`config.mk`:
```
export PLATFORM = sky130hd
export DESIGN_NAME = csi2_frame_monitor
export DESIGN_NICKNAME = d
export VERILOG_FILES = /design/src/rtl/csi2_frame_monitor.sv
export SDC_FILE = /design/constraint.sdc
export NUM_CORES = 1
export LEC_CHECK = 0
export CORE_ASPECT_RATIO = 0.9
export CORE_MARGIN = 1.5
export CORE_UTILIZATION = 52
export CTS_CLUSTER_DIAMETER = 50
export DETAILED_ROUTE_END_ITERATION = 7
export HOLD_SLACK_MARGIN = 0.1
export PLACE_DENSITY = 0.77
export SYNTH_ARGS = -nofsm -noshare
export SYNTH_HDL_FRONTEND = slang
export SYNTH_SLANG_ARGS = --single-unit
```
`constraint.sdc`:
```
create_clock -name PARALLEL_CLOCK_I -period 3.85 [get_ports PARALLEL_CLOCK_I]
set_input_delay 0.77 -clock PARALLEL_CLOCK_I [delete_from_list [all_inputs] [get_ports PARALLEL_CLOCK_I]]
set_output_delay 0.77 -clock PARALLEL_CLOCK_I [all_outputs]
set_load 0.1 [all_outputs]
```
`src/rtl/csi2_frame_monitor.sv`:
```
`default_nettype none
// ============================================================================
// Module      : csi2_frame_monitor
// Description : Frame monitor placed after the CSI-2 RX decoder. It re-times
//               decoder pixels into a 2-cycle-latency stream with SOF/EOL
//               markers. It measures frame width and height, flags line-length
//               mismatches and strobe-ordering violations, runs a stall
//               watchdog, and keeps frame, ECC and CRC counters.
// Ports       : PARALLEL_CLOCK_I/RESET_I  clock, sync active-high reset
//               FRAME_*/LINE_* _I         decoder FS/FE/LS/LE strobes
//               LINE_VALID_I/DATA_I       decoder pixel stream
//               ECC_ERROR_I/CRC_ERROR_I   decoder error pulses
//               CLEAR_I                   clears statistics counters
//               PIX_*/SOF_O/EOL_O         re-timed pixel stream
//               WIDTH_O/HEIGHT_O/FRAME_*  per-frame geometry and status
//               PROTO_ERR_O/TIMEOUT_O     ordering / watchdog pulses
//               *_CNT_O                   statistics counters
// Revision    : 1.0 - initial release
// ============================================================================
module csi2_frame_monitor #(
   parameter int g_DATAWIDTH = 10,
   parameter int g_CNT_WIDTH = 16,
   parameter int g_TIMEOUT   = 1048575
) (
   input  logic                   PARALLEL_CLOCK_I,
   input  logic                   RESET_I,
   input  logic                   FRAME_START_I,
   input  logic                   FRAME_END_I,
   input  logic                   LINE_START_I,
   input  logic                   LINE_END_I,
   input  logic                   LINE_VALID_I,
   input  logic [g_DATAWIDTH-1:0] DATA_I,
   input  logic                   ECC_ERROR_I,
   input  logic                   CRC_ERROR_I,
   input  logic                   CLEAR_I,
   output logic                   PIX_VALID_O,
   output logic [g_DATAWIDTH-1:0] PIX_DATA_O,
   output logic                   SOF_O,
   output logic                   EOL_O,
   output logic [g_CNT_WIDTH-1:0] WIDTH_O,
   output logic [g_CNT_WIDTH-1:0] HEIGHT_O,
   output logic                   FRAME_DONE_O,
   output logic                   FRAME_ERR_O,
   output logic                   PROTO_ERR_O,
   output logic                   TIMEOUT_O,
   output logic [g_CNT_WIDTH-1:0] FRAME_CNT_O,
   output logic [g_CNT_WIDTH-1:0] ECC_CNT_O,
   output logic [g_CNT_WIDTH-1:0] CRC_CNT_O
);

   localparam logic [g_CNT_WIDTH-1:0] c_CNT_ONE = g_CNT_WIDTH'(1);
   localparam logic [19:0]            c_WD_LAST = 20'(g_TIMEOUT - 1);

   typedef enum logic [1:0] {
      ST_WAIT_FS = 2'd0,
      ST_FRAME   = 2'd1,
      ST_LINE    = 2'd2
   } state_t;

   state_t                 state_q, state_d;
   logic [g_CNT_WIDTH-1:0] pix_cnt_q, pix_cnt_d, line_cnt_q, line_cnt_d;
   logic [g_CNT_WIDTH-1:0] width_reg_q, width_reg_d;
   logic                   first_line_q, first_line_d, frame_err_q, frame_err_d;
   logic                   sof_pend_q, sof_pend_d;
   logic [19:0]            wd_cnt_q, wd_cnt_d;
   logic                   s1_valid_q, s1_valid_d, s1_sof_q, s1_sof_d;
   logic                   s2_valid_q, s2_valid_d, s2_sof_q, s2_sof_d;
   logic [g_DATAWIDTH-1:0] s1_data_q, s1_data_d, s2_data_q, s2_data_d;
   logic [g_CNT_WIDTH-1:0] width_o_q, width_o_d, height_o_q, height_o_d;
   logic                   frame_done_q, frame_done_d, frame_err_o_q, frame_err_o_d;
   logic                   proto_err_q, proto_err_d, timeout_q, timeout_d;
   logic [g_CNT_WIDTH-1:0] frame_cnt_q, frame_cnt_d, ecc_cnt_q, ecc_cnt_d;
   logic [g_CNT_WIDTH-1:0] crc_cnt_q, crc_cnt_d;

   logic                   accept, restart, complete, open_line, close_line, err_set;
   logic                   activity;
   logic [g_CNT_WIDTH-1:0] pix_total;

   // Pixel count including a pixel presented in the current cycle, so a line
   // whose LE coincides with its last pixel measures its true length.
   assign pix_total = pix_cnt_q + (LINE_VALID_I ? c_CNT_ONE : '0);
   assign activity  = FRAME_START_I | FRAME_END_I | LINE_START_I | LINE_END_I | LINE_VALID_I;

   always_comb begin
      state_d       = state_q;
      pix_cnt_d     = pix_cnt_q;
      line_cnt_d    = line_cnt_q;
      width_reg_d   = width_reg_q;
      first_line_d  = first_line_q;
      sof_pend_d    = sof_pend_q;
      wd_cnt_d      = wd_cnt_q;
      width_o_d     = width_o_q;
      height_o_d    = height_o_q;
      frame_err_o_d = frame_err_o_q;
      frame_done_d  = 1'b0;
      proto_err_d   = 1'b0;
      timeout_d     = 1'b0;
      frame_cnt_d   = frame_cnt_q;
      ecc_cnt_d     = ecc_cnt_q;
      crc_cnt_d     = crc_cnt_q;
      s1_valid_d    = 1'b0;
      s1_data_d     = '0;
      s1_sof_d      = 1'b0;
      s2_valid_d    = s1_valid_q;
      s2_data_d     = s1_data_q;
      s2_sof_d      = s1_sof_q;
      accept        = 1'b0;
      restart       = 1'b0;
      complete      = 1'b0;
      open_line     = 1'b0;
      close_line    = 1'b0;
      err_set       = 1'b0;

      // Strobe decode, priority FS > FE > LE > LS. LE+LS closes and reopens.
      case (state_q)
         ST_WAIT_FS: begin
            restart = FRAME_START_I;
         end
         ST_FRAME: begin
            if (FRAME_START_I) begin
               restart     = 1'b1;
               proto_err_d = 1'b1;
            end else if (FRAME_END_I) begin
               complete = 1'b1;
            end else begin
               if (LINE_END_I) begin
                  proto_err_d = 1'b1;
                  err_set     = 1'b1;
               end
               if (LINE_START_I) begin
                  open_line = 1'b1;
                  accept    = LINE_VALID_I;
               end
            end
         end
         ST_LINE: begin
            accept = LINE_VALID_I;
            if (FRAME_START_I) begin
               restart     = 1'b1;
               proto_err_d = 1'b1;
            end else if (FRAME_END_I) begin
               close_line  = 1'b1;
               complete    = 1'b1;
               proto_err_d = 1'b1;
               err_set     = 1'b1;
            end else begin
               close_line = LINE_END_I;
               if (LINE_START_I) begin
                  open_line = 1'b1;
                  if (!LINE_END_I) proto_err_d = 1'b1;
               end
            end
         end
         default: ;
      endcase

      frame_err_d = frame_err_q | err_set | (CRC_ERROR_I & (state_q != ST_WAIT_FS));

      if (close_line) begin
         line_cnt_d = line_cnt_q + c_CNT_ONE;
         if (first_line_q) begin
            width_reg_d  = pix_total;
            first_line_d = 1'b0;
         end else if (pix_total != width_reg_q) begin
            frame_err_d = 1'b1;
         end
      end

      if (accept) pix_cnt_d = pix_total;
      // A pixel alongside LE+LS belongs to the line being closed.
      if (open_line) pix_cnt_d = (accept && !close_line) ? c_CNT_ONE : '0;

      if (accept) begin
         s1_valid_d = 1'b1;
         s1_data_d  = DATA_I;
         s1_sof_d   = sof_pend_q;
         sof_pend_d = 1'b0;
      end

      if (complete) begin
         state_d       = ST_WAIT_FS;
         frame_done_d  = 1'b1;
         width_o_d     = width_reg_d;
         height_o_d    = line_cnt_d;
         frame_err_o_d = frame_err_d;
         frame_cnt_d   = frame_cnt_q + c_CNT_ONE;
      end else if (restart) begin
         state_d      = ST_FRAME;
         pix_cnt_d    = '0;
         line_cnt_d   = '0;
         width_reg_d  = '0;
         first_line_d = 1'b1;
         frame_err_d  = 1'b0;
         sof_pend_d   = 1'b1;
      end else if (open_line) begin
         state_d = ST_LINE;
      end else if (close_line) begin
         state_d = ST_FRAME;
      end

      // Watchdog only advances on fully idle cycles, so it never races a strobe.
      if (state_q == ST_WAIT_FS || activity) begin
         wd_cnt_d = '0;
      end else if (wd_cnt_q == c_WD_LAST) begin
         wd_cnt_d  = '0;
         timeout_d = 1'b1;
         state_d   = ST_WAIT_FS;
      end else begin
         wd_cnt_d = wd_cnt_q + 20'd1;
      end

      if (CLEAR_I) begin
         frame_cnt_d = '0;
         ecc_cnt_d   = '0;
         crc_cnt_d   = '0;
      end else begin
         if (ECC_ERROR_I && (ecc_cnt_q != '1)) ecc_cnt_d = ecc_cnt_q + c_CNT_ONE;
         if (CRC_ERROR_I && (crc_cnt_q != '1)) crc_cnt_d = crc_cnt_q + c_CNT_ONE;
      end
   end

   always_ff @(posedge PARALLEL_CLOCK_I) begin
      if (RESET_I) begin
         state_q       <= ST_WAIT_FS;
         pix_cnt_q     <= '0;
         line_cnt_q    <= '0;
         width_reg_q   <= '0;
         first_line_q  <= 1'b0;
         frame_err_q   <= 1'b0;
         sof_pend_q    <= 1'b0;
         wd_cnt_q      <= '0;
         s1_valid_q    <= 1'b0;
         s1_data_q     <= '0;
         s1_sof_q      <= 1'b0;
         s2_valid_q    <= 1'b0;
         s2_data_q     <= '0;
         s2_sof_q      <= 1'b0;
         width_o_q     <= '0;
         height_o_q    <= '0;
         frame_done_q  <= 1'b0;
         frame_err_o_q <= 1'b0;
         proto_err_q   <= 1'b0;
         timeout_q     <= 1'b0;
         frame_cnt_q   <= '0;
         ecc_cnt_q     <= '0;
         crc_cnt_q     <= '0;
      end else begin
         state_q       <= state_d;
         pix_cnt_q     <= pix_cnt_d;
         line_cnt_q    <= line_cnt_d;
         width_reg_q   <= width_reg_d;
         first_line_q  <= first_line_d;
         frame_err_q   <= frame_err_d;
         sof_pend_q    <= sof_pend_d;
         wd_cnt_q      <= wd_cnt_d;
         s1_valid_q    <= s1_valid_d;
         s1_data_q     <= s1_data_d;
         s1_sof_q      <= s1_sof_d;
         s2_valid_q    <= s2_valid_d;
         s2_data_q     <= s2_data_d;
         s2_sof_q      <= s2_sof_d;
         width_o_q     <= width_o_d;
         height_o_q    <= height_o_d;
         frame_done_q  <= frame_done_d;
         frame_err_o_q <= frame_err_o_d;
         proto_err_q   <= proto_err_d;
         timeout_q     <= timeout_d;
         frame_cnt_q   <= frame_cnt_d;
         ecc_cnt_q     <= ecc_cnt_d;
         crc_cnt_q     <= crc_cnt_d;
      end
   end

   assign PIX_VALID_O  = s2_valid_q;
   assign PIX_DATA_O   = s2_data_q;
   assign SOF_O        = s2_valid_q & s2_sof_q;
   // Last pixel of a line: nothing follows it one stage behind.
   assign EOL_O        = s2_valid_q & ~s1_valid_q;
   assign WIDTH_O      = width_o_q;
   assign HEIGHT_O     = height_o_q;
   assign FRAME_DONE_O = frame_done_q;
   assign FRAME_ERR_O  = frame_err_o_q;
   assign PROTO_ERR_O  = proto_err_q;
   assign TIMEOUT_O    = timeout_q;
   assign FRAME_CNT_O  = frame_cnt_q;
   assign ECC_CNT_O    = ecc_cnt_q;
   assign CRC_CNT_O    = crc_cnt_q;

endmodule
`default_nettype wire

```
==> results_dict.tcl <==
set metrics [dict create \
    power_density_mw_per_mm2 386.0 \
    cp_top_family "simple AND/OR/NAND/NOR gates" \
    grt_max_degree 49 \
    yosys-top-cells-area "dfxtp_1, nor2_1, xnor2_1" \
    status "completed" \
    ys_seq_area_share_pct 46.01 \
    seqCellArea_mm2 0.003623 \
    clk_latency_ps 430 \
    synth_cells 892 \
    synth_async_sr_flop_share_pct 0 \
    start_util_pct 53.33 \
    slowest_delay_ps 600 \
    core_mm2 0.01477 \
    synth_top_area_share_pct 46.01 \
    cts_tree "yes" \
    num_vias 6373 \
    grtUsageTotal_pct 23.01 \
    finalSetupTns_ps 0 \
    reg2reg_setup_slack_ps 1330 \
    path_clk_slew_ps 70 \
    port_buffers 116 \
    cts.sinks 181 \
    cts_resized 0 \
    synth_area_mm2 0.007875 \
    hold_violations 0 \
    synth_edf_count 0 \
    finClkSkew_ps 8.135 \
    syn-num-nets 924 \
    drt_iter0_markers 371 \
    drc 0 \
    hold_class "flop to flop" \
    cp_num_buf_inv 1 \
    wire_per_inst_um 14.75 \
    die_w_um 132.7 \
    grt_pass1_vias 5850 \
    crit_type "input pin to flop" \
    wl_um 17770 \
    dieHeight_um 119.7 \
    drv_slew 0 \
    p_leak_nw 3.323 \
    rr_startpoint "pix_cnt_q[11]$_SDFF_PP0_" \
    ctsHoldBuffers 0 \
    fin_crit_ps 2910 \
    ys_warn_count 0 \
    cp.required_ps 4150 \
    cts-root-buf "clkbuf_16" \
    final_cell_area_mm2 0.009712 \
    crit_arrival_ps 3210 \
    die_area_mm2 0.01589 \
    worstHoldStart "s1_data_q[8]$_SDFF_PP0_" \
    path_cells "clkdlybuf4s50_1, ha_1, nand3_1, or4_1, xnor2_1, a2111oi_0, a31oi_1" \
    crit_fanout 6 \
    final_common_cell "dfxtp_1" \
    rsz0062_at_grt "false" \
    critPathLaunchType "input pin" \
    htreeDepth 4 \
    worst-path-stages 7 \
    post-cts-setup-buffers 0 \
    cts-buffers-inserted 17 \
    vdd_drop_max_mv 0.3334 \
    crit_path_top_delay_cell "or4_1" \
    placed_area_mm2 0.009161 \
    area_growth_pct 23.32 \
    r2r-end "frame_err_q$_SDFF_PP0_" \
    drive_gt1_share_pct 5.567 \
    rr_worst_depth 6 \
    synth-seq-cells 181 \
    pin_count 117 \
    synthFlopType "dfxtp_1" \
    final_nets 1026 \
    viasPerCell 5.293 \
    end_kind "flop" \
    dp_hpwl_um 12360 \
    antenna_found_initial 0 \
    drtAntennaViolNets 0 \
    grt-ovfl-total 0 \
    clockBufferDepth 2 \
    final_cell_mix "dfxtp_1, nor2_1, clkdlybuf4s50_1" \
    yosys.area.top_type "dfxtp_1" \
    synth_cell_types 61 \
    crit_start "LINE_VALID_I" \
    diodes 0 \
    avgSynthCellArea_um2 8.829 \
    rows 42 \
    post-route-period-util_pct 75.60 \
    maxCapViolCount 0 \
    first_pass_iters 7 \
    relSlewSlack_pct 31.61 \
    max_freq_ghz 0.3436 \
    worstMarginPinSlew_ps 1023 \
    gp_congestion 0.9184 \
    holdPathEnd "PIX_DATA_O[8]$_SDFF_PP0_" \
    grt_pass1_wl_um 29210 \
    setup_viol_count_final 0 \
    multi_input_area_mm2 0.004033 \
    holdPathStages 1 \
    fill_cells 1216 \
]
worst max path at each step:
| stage | end |
|---|---|
| 2_1_floorplan | EOL_O |
| 3_3_place_gp | frame_err_q$_SDFF_PP0_ |
| 3_5_place_dp | frame_err_q$_SDFF_PP0_ |
| 4_1_cts | EOL_O |
| 5_1_grt | frame_err_q$_SDFF_PP0_ |
| 6_report | frame_err_q$_SDFF_PP0_ |
registers in the layout, summed over array words and instances, names as in the netlist, 2 cells and up:
name and cells:
CRC_CNT_O 16, width_reg_q 16, FRAME_CNT_O 16, WIDTH_O 16, wd_cnt_q 20, HEIGHT_O 16, state_q 2, ECC_CNT_O 16
s1_data_q 10, PIX_DATA_O 10, pix_cnt_q 16, line_cnt_q 16
cell type report:
class,instances,area share (%)
Sequential cell,181,37.31
Tap cell,198,2.551
Clock inverter,11,1.069
Multi-Input combinational cell,659,41.52
Clock buffer,20,4.599
Inverter,11,0.4251
Timing Repair Buffer,124,12.52
kinds of logic after synthesis:
| group | Yosys count | share of synthesized area [%] |
|---|---|---|
| muxes | 9 | 1.144 |
| DFF | 181 | 46.01 |
| and+or+nand+nor | 413 | 26.36 |
| adders and majority gates | 12 | 1.907 |
| buffers and inverters | 52 | 2.796 |
| xor gates and xnor gates | 110 | 12.66 |
| AOI/OAI and AO/OA | 115 | 9.120 |
metal layers:
metal | wire (um) | GRT usage (%) | vias up
li1 | - | - | 3241
met1 | 8419 | 30.51 | 2947
met2 | 8056 | 36.88 | 170
met3 | 1124 | 6.253 | 15
met4 | 165 | 6.868 | 0
met5 | 0 | 0 | -
cells in the mapped netlist (5+ instances only):
library cell and number:
and2_1 18, buf_2 8, and3_1 14, dfxtp_1 181, ha_1 12, or3_1 14, a211oi_1 20, inv_1 11
clkbuf_1 27, nor2b_1 20, nand2b_1 5, o21ai_0 32, mux2i_1 9, nor3_1 18, o211ai_1 6, a21oi_1 33
nor2_1 152, nand4_1 20, nand3_1 33, xor2_1 53, xnor2_1 55, nand2_1 77, and4_1 7
worst reg2reg max path: cells and delay by family (launching register included):
family | cells | cell delay [ps]
and+or+nand+nor | 3 | 880
AOI/OAI and AO/OA | 2 | 610
DFF | 1 | 520
xor gates and xnor gates | 1 | 380
stage by stage:
stage	setup WS [ps]	power [mW]	util, %	std cells	hold slack [ps]
floorplan	694.4	2.088	-	892	413.8
global placement	590.8	2.153	62.04	1173	415.5
detailed placement	550.9	2.156	62.04	1173	427.0
CTS	990.3	3.776	65.77	1204	443.9
global route	737.7	3.870	65.77	1204	451.4
finish	939.5	3.748	65.77	1204	437.1
report_power, final:
part	internal (mW)	switching [mW]
combinational	0.0595	0.157
clock	0.908	0.728
sequential	1.89	0.00932
Note: power is estimated with default switching activity, not from simulation.
